### src/rtl/hdlc_rx_ctrl.sv
// HDLC receive frame sequencer: frame start/end, buffer writes,
// FCS start/stop strobes and held-frame status toward the CPU.
module hdlc_rx_ctrl #(
  parameter int MAX_BYTES = 128,
  parameter int FCS_BYTES = 2,
  parameter int FCS_LAT   = 2
) (
  input  logic       Clk,
  input  logic       Rst,
  input  logic       RxEN,
  input  logic       Rx_FlagDetect,
  input  logic       Rx_AbortDetect,
  input  logic       Rx_NewByte,
  input  logic       Rx_FCSen,
  input  logic       Rx_FCSerr,
  input  logic       Rx_Drop,
  input  logic       Rx_RdBuff,
  output logic       Rx_WrBuff,
  output logic [7:0] Rx_WrAddr,
  output logic       Rx_ValidFrame,
  output logic       Rx_StartZeroDetect,
  output logic       Rx_StartFCS,
  output logic       Rx_StopFCS,
  output logic       Rx_EoF,
  output logic       Rx_Ready,
  output logic [7:0] Rx_FrameSize,
  output logic       Rx_Overflow,
  output logic       Rx_FrameError,
  output logic       Rx_AbortSignal
);

  localparam logic [2:0] S_IDLE  = 3'd0;
  localparam logic [2:0] S_HUNT  = 3'd1;
  localparam logic [2:0] S_FRAME = 3'd2;
  localparam logic [2:0] S_CHECK = 3'd3;
  localparam logic [2:0] S_READY = 3'd4;

  localparam int LW = $clog2(FCS_LAT + 1);
  localparam logic [LW-1:0] LAT  = LW'(FCS_LAT);
  localparam logic [7:0]    MAXB = 8'(MAX_BYTES);
  localparam logic [7:0]    FCSB = 8'(FCS_BYTES);

  logic [2:0]    state_q, state_d;
  logic [7:0]    cnt_q, cnt_d;
  logic [7:0]    rd_q, rd_d;
  logic [LW-1:0] lat_q, lat_d;
  logic          start_q, start_d;
  logic          stop_q, stop_d;
  logic          ready_q, ready_d;
  logic [7:0]    size_q, size_d;
  logic          ovf_q, ovf_d;
  logic          ferr_q, ferr_d;
  logic          abrt_q, abrt_d;

  logic in_frame;
  logic full;
  logic eof;
  logic short_frm;

  assign in_frame  = (state_q == S_FRAME) && RxEN;
  assign full      = (cnt_q == MAXB);
  assign eof       = (state_q == S_CHECK) && RxEN && (lat_q == LAT);
  assign short_frm = Rx_FCSen && (cnt_q <= FCSB);

  // Abort outranks flag, and flag outranks a coincident byte.
  assign Rx_WrBuff = in_frame && Rx_NewByte && !Rx_FlagDetect
                   && !Rx_AbortDetect && !full;

  assign Rx_WrAddr          = cnt_q;
  assign Rx_ValidFrame      = (state_q == S_FRAME);
  assign Rx_StartZeroDetect = (state_q == S_FRAME);
  assign Rx_StartFCS        = start_q;
  assign Rx_StopFCS         = stop_q;
  assign Rx_EoF             = eof;
  assign Rx_Ready           = ready_q;
  assign Rx_FrameSize       = size_q;
  assign Rx_Overflow        = ovf_q;
  assign Rx_FrameError      = ferr_q;
  assign Rx_AbortSignal     = abrt_q;

  always_comb begin
    state_d = state_q;
    cnt_d   = cnt_q;
    rd_d    = rd_q;
    lat_d   = lat_q;
    start_d = 1'b0;
    stop_d  = 1'b0;
    ready_d = ready_q;
    size_d  = size_q;
    ovf_d   = ovf_q;
    ferr_d  = ferr_q;
    abrt_d  = abrt_q;
    case (state_q)
      S_IDLE: begin
        if (RxEN) state_d = S_HUNT;
      end
      S_HUNT: begin
        if (!RxEN) begin
          state_d = S_IDLE;
          cnt_d   = '0;
        end else if (Rx_FlagDetect) begin
          state_d = S_FRAME;
          start_d = 1'b1;
          cnt_d   = '0;
          ovf_d   = 1'b0;
          ferr_d  = 1'b0;
          abrt_d  = 1'b0;
        end
      end
      S_FRAME: begin
        if (!RxEN) begin
          state_d = S_IDLE;
          cnt_d   = '0;
        end else if (Rx_AbortDetect) begin
          state_d = S_HUNT;
          if (cnt_q != '0) abrt_d = 1'b1;
        end else if (Rx_FlagDetect) begin
          if (cnt_q == '0) begin
            start_d = 1'b1;
          end else begin
            stop_d  = 1'b1;
            state_d = S_CHECK;
            lat_d   = '0;
          end
        end else if (Rx_NewByte) begin
          if (full) ovf_d = 1'b1;
          else      cnt_d = cnt_q + 8'd1;
        end
      end
      S_CHECK: begin
        if (!RxEN) begin
          state_d = S_IDLE;
          cnt_d   = '0;
        end else if (lat_q == LAT) begin
          // A failed frame's closing flag opens the next frame.
          if (short_frm || (!ovf_q && Rx_FCSen && Rx_FCSerr)) begin
            ferr_d  = 1'b1;
            state_d = S_FRAME;
            start_d = 1'b1;
            cnt_d   = '0;
          end else begin
            ready_d = 1'b1;
            rd_d    = '0;
            state_d = S_READY;
            if (ovf_q)         size_d = MAXB;
            else if (Rx_FCSen) size_d = cnt_q - FCSB;
            else               size_d = cnt_q;
          end
        end else begin
          lat_d = lat_q + LW'(1);
        end
      end
      S_READY: begin
        if (Rx_Drop || (Rx_RdBuff && (rd_q + 8'd1 == size_q))) begin
          ready_d = 1'b0;
          rd_d    = '0;
          state_d = S_HUNT;
        end else if (Rx_RdBuff) begin
          rd_d = rd_q + 8'd1;
        end
      end
      default: state_d = S_IDLE;
    endcase
  end

  always_ff @(posedge Clk) begin
    if (Rst) begin
      state_q <= S_IDLE;
      cnt_q   <= '0;
      rd_q    <= '0;
      lat_q   <= '0;
      start_q <= 1'b0;
      stop_q  <= 1'b0;
      ready_q <= 1'b0;
      size_q  <= '0;
      ovf_q   <= 1'b0;
      ferr_q  <= 1'b0;
      abrt_q  <= 1'b0;
    end else begin
      state_q <= state_d;
      cnt_q   <= cnt_d;
      rd_q    <= rd_d;
      lat_q   <= lat_d;
      start_q <= start_d;
      stop_q  <= stop_d;
      ready_q <= ready_d;
      size_q  <= size_d;
      ovf_q   <= ovf_d;
      ferr_q  <= ferr_d;
      abrt_q  <= abrt_d;
    end
  end

endmodule

### config.mk
export PLATFORM = sky130hd
export DESIGN_NAME = hdlc_rx_ctrl
export DESIGN_NICKNAME = d
export VERILOG_FILES = /design/src/rtl/hdlc_rx_ctrl.sv
export SDC_FILE = /design/constraint.sdc
export NUM_CORES = 1
export LEC_CHECK = 0
export BUFFER_PORTS_ARGS = -buffer_cell sky130_fd_sc_hd__buf_2
export CORE_MARGIN = 2
export CORE_UTILIZATION = 35
export CTS_CLUSTER_SIZE = 16
export DETAILED_ROUTE_END_ITERATION = 7
export GPL_ROUTABILITY_DRIVEN = 0
export PLACE_DENSITY = 0.51
export RECOVER_POWER = 50
export SLEW_MARGIN = 10
export SYNTH_ARGS = -nofsm -noshare
export SYNTH_HDL_FRONTEND = slang
export SYNTH_SLANG_ARGS = --single-unit
### constraint.sdc
create_clock -name Clk -period 2.6 [get_ports Clk]
set_input_delay 0.39 -clock Clk [delete_from_list [all_inputs] [get_ports Clk]]
set_output_delay 0.39 -clock Clk [all_outputs]
set_load 0.02 [all_outputs]
; Word level (Yosys, flattened, before mapping)
; Cells that the tools add are included.
[classes]
addsub = 4
n_lt_le_gt_ge = 1
n_eq_ne = 35
muxes = 70
n_bitwise = 4
reduce_logical = 35
[op_table]
columns = op, n
row1 = $mux W8, 17
row2 = $mux W3, 11
row3 = $ne A2 B2 Y1 const B, 14
row4 = $mux W1, 27
row5 = $pmux W8 S3, 1
row6 = $ne A3 B3 Y1 const B, 6
row7 = $reduce_and A6 Y1, 3
row8 = $add A8 B1 Y8 const B, 2
row9 = $pmux W8 S2, 1
row10 = $reduce_and A8 Y1, 2
row11 = $pmux W3 S5, 1
row12 = $mux W2, 6
row13 = $logic_and A1 B1 Y1, 11
row14 = $reduce_and A5 Y1, 2
row15 = $eq A8 B8 Y1, 1
row16 = $eq A8 B8 Y1 const B, 1
row17 = $le A8 B2 Y1 const B, 1
row18 = $logic_not A8 Y1, 1
row19 = $ne A2 B1 Y1 const B, 4
row20 = $ne A4 B4 Y1 const B, 2
row21 = $pmux W1 S2, 4
row22 = $reduce_bool A2 Y1, 4
row23 = $reduce_bool A8 Y1, 1
row24 = $sub A8 B2 Y8 const B, 1
row25 = 16 further kinds, 25
[word_totals]
reg_bits = 35
input_bits = 10
output_inout_bits = 26
wordCells = 160

; Depth between registers and ports, before layout
[logic_depth]
word_depth = 8
mapped_depth = 9
mapped_depth_nobuf = 8

; Worst setup path after synthesis
; OpenSTA, ideal clock, no wires.
[synth_path]
path_kind = flip-flop to flip-flop
start = register cnt_q[3] (netlist: Rx_WrAddr[3])
end = register cnt_q[7] (netlist: Rx_WrAddr[7])
setup_ns = 0.070
arrival_time_ns = 2.329
required_time_ns = 2.530
path_slack_ns = 0.201
stages_incl_launch_ff = 8
path_buffers = 1
period_less_slack_ns = 2.399
cell_sequence = dfxtp_1 > buf_6 > or4_4 > o41a_1 > o21ai_4 > nand4_2 > or3_1 > a21oi_1
[synth_between]
elab_chain_cells = 7
word_cells_on_any_way = 14
cone_classes = add/sub (1) / order compare (1) / eq/ne (3) / mux (6) / reduce/logical (3)
[synth_lines]
columns = item, line_no
row1 = start: declaration, 44  ; logic [7:0] cnt_q, cnt_d;
row2 = start signal: assignment, 181  ; cnt_q <= cnt_d;
row3 = $add A8 B1 Y8, 127  ; else cnt_d = cnt_q + 8'd1;
row4 = $mux W8, 126  ; if (full) ovf_d = 1'b1;
row5 = $mux W8, 125  ; end else if (Rx_NewByte) begin
row6 = $mux W8, 117  ; end else if (Rx_FlagDetect) begin
row7 = $mux W8, 114  ; end else if (Rx_AbortDetect) begin
row8 = $mux W8, 111  ; if (!RxEN) begin
row9 = $pmux W8 S3, 93  ; case (state_q)
; Parallel ways exist; a longest one is shown, timed or not. The select of a mux whose other input is x is not followed.
; A chain may end at the register's enable or synchronous reset.

; Final worst setup path
[layout_path]
start = register cnt_q[6] (netlist: Rx_WrAddr[6])
end = output port Rx_WrBuff
[layout_between]
elab_chain_cells = 3
[layout_lines]
columns = item, line_no
row1 = $eq A8 B8 Y1, 61  ; assign full = (cnt_q == MAXB);
row2 = $logic_not A1 Y1, 67  ; && !Rx_AbortDetect && !full;
row3 = $logic_and A1 B1 Y1, 67
row4 = end: declaration, 18  ; output logic Rx_WrBuff,
; Every way passes these cells.

==> metrics.txt <==
# setup viols final=0; Lkg Pwr=0.998 nW; CP cell instances=or4_4 -> o311ai_0 -> nor2_1 -> buf_2; Synth async-reset ratio=0%; synth unique cells=56; CP Capture Type=primary output; Area Growth Syn to Fin=15.1%; grt ovf=0; Die W=84.8 um; Placed Instances=395; mapped cell area=2280 um^2; crit path DAT=2.01 ns; pin count of the biggest net entering global routing=25; post-layout util=41.6%; Slew HR=59.6%; count of state elements after synthesis=35; clock tree from TritonCTS=yes; synth warn=0; initial antenna violation count=0; pwr dens=501 nW/um^2; Clock Skew=0.00625 ns; f_max=0.416 GHz; antenna-violating nets left=0; Setup CP Type=register to primary output; cell count of the worst hold path=2; Top FF cell, synth=dfxtp_1; Slew Limit Fails=0; cts hold-fix bufs=0; antenna cells=0; fin cells=403; worst r2r path cells=7; WL/cell=14.4 um; filler cell count in the final layout=697; cts bufs inserted=5; Syn Nets=310; H-tree depth=2; maximum vdd drop=0.205 mV; Post-route DRC=0; CTS Sinks=35; global-route wire length before repair=10.1 mm; final hold viol count=0; RSZ-0062 raised after global routing=yes; Max Root-Sink Buffers=2; Rows=29; vias in the first global route=2063; Post-layout nets=342; Final Power=1.32 mW; register area share after synthesis=30.7%; Avg Vias per Cell=5.35; Min-Delay Path Class=input pin to register; share of cells above drive strength 1=13.8%; Initial Utilization=36.1%; startpoint types=register; placed instance area=2520 um^2; Vias=2158; actual slew at the worst max-slew pin=0.601 ns; I/O Pins=36; Final period util=92.4%; Port-buffer cells=35; Die Y-Extent=84.8 um; setup_tns=0 ns; CP max stage delay=0.58 ns; Max stage delay cell, worst path=or4_4; Total GRT Usage=17.4%; total length of routed wires=5.79 mm; Synth Instances=293; Detailed Place HPWL=4.36 mm; Post-synth EDFFs=0; die area=7180 um^2; Root Buffer=clkbuf_8; syn avg cell area=7.79 um^2; Worst-path clk slew=0.08 ns; maxcap violations=0; reg-to-reg setup timing slack=0.20 ns; CP Max Fanout=5; Final Cell Area=2630 um^2; worst path required time=2.21 ns; Core Box Area=6310 um^2; 1st-pass router iterations=4; post-layout min period=2.40 ns; status=finished clean; DRT iter0 DRCs=122; Clock Latency Late Sink=0.29 ns
[cells by family after synthesis]
group | count (synthesis) | share of synthesized area, %
flops | 35 | 30.7
xor+xnor | 23 | 8.83
buf+inv | 32 | 6.25
compound gates | 63 | 20.2
fa+ha+maj | 7 | 3.84
simple gates | 129 | 28.4
mux | 4 | 1.75
[worst max-delay path, delay by kind of cell, from the launching register on]
family | cells | cell delay [ns]
buffers and inverters | 1 | 0.18
DFF | 1 | 0.37
AOI/OAI and AO/OA | 1 | 0.46
and+or+nand+nor | 2 | 0.71
[through the flow]
stage,setup WS [ns],hold slack [ns]
after floorplan,0.201,0.465
after global placement,0.219,0.442
after detailed placement,0.162,0.452
after CTS,0.140,0.417
after global routing,-0.00811,0.422
final,0.197,0.425
[state kept, by name, summed over array words and instances, names as in the netlist]
register        flops
rd_q                8
lat_q               2
Rx_Ready            1
Rx_StopFCS          1
Rx_FrameSize        8
Rx_WrAddr           8
Rx_Overflow         1
Rx_AbortSignal      1
Rx_FrameError       1
state_q             3
Rx_StartFCS         1
[path summary, 6_finish.rpt]
path / startpoint / endpoint
min: Rx_FlagDetect / Rx_StopFCS$_SDFF_PP0_
min reg2reg: Rx_AbortSignal$_SDFFE_PP0P_ / Rx_AbortSignal$_SDFFE_PP0P_
max: Rx_WrAddr[6]$_SDFFE_PP0P_ / Rx_WrBuff
max reg2reg: rd_q[0]$_SDFFE_PP0P_ / rd_q[4]$_SDFFE_PP0P_
[Yosys cell counts (all sizes together) (4+ instances only)]
cell type	instances	share of area [%]
clkbuf	12	2.0
a21oi	16	3.5
nor2b	7	1.9
inv	14	2.3
o2111ai	4	1.5
xor2	10	3.8
nand2	25	4.1
buf	6	2.0
xnor2	13	5.0
dfxtp	35	31
nand3	10	2.2
nand2b	7	1.9
nor3	18	3.9
ha	7	3.8
o21ai	10	2.9
nand4	6	1.9
mux2i	4	1.8
nor2	38	6.3
[routing by layer]
| layer | vias to the layer above | track usage [%] | routed length [um] |
|---|---|---|---|
| met5 | - | 0 | 0 |
| met4 | 0 | 4.76 | 63 |
| met3 | 6 | 3.93 | 248 |
| met2 | 45 | 27.5 | 2600 |
| met1 | 1008 | 23.8 | 2880 |
| li1 | 1099 | - | - |
[layout make-up]
type | count | area (um^2) | share of cell area (%)
tap | 77 | 96.3 | 3.67
multi-input combinational | 226 | 1440 | 54.9
clock inverter | 2 | 35.0 | 1.33
inverter | 14 | 52.6 | 2.00
clock buffer | 6 | 82.6 | 3.14
sequential | 35 | 701 | 26.7
timing repair buffer | 43 | 218 | 8.29
[where the power goes]
part	total (mW)	switching (mW)	internal (mW)
logic	0.235	0.148	0.0871
clock network	0.519	0.209	0.310
registers	0.561	0.0120	0.549
[cell usage in the layout (no fill, tap or decap), drive strengths merged, types with 4 or more instances in the layout]
| master | n |
|---|---|
| nand4 | 6 |
| mux2i | 4 |
| dfxtp | 35 |
| nor2b | 7 |
| nor2 | 38 |
| o21ai | 10 |
| clkbuf | 20 |
| o2111ai | 4 |
| ha | 7 |
| nand2 | 25 |
| inv | 14 |
| xor2 | 10 |
| nand3 | 10 |
| xnor2 | 13 |
| nand2b | 7 |
| nor3 | 18 |
| buf | 29 |
| a21oi | 16 |
[timing repair]
item,CTS,global route
setup buffers,0,0
gates resized for setup,0,1
endpoints found under the setup margin,0,3
Note: power is estimated with default switching activity, not from simulation.
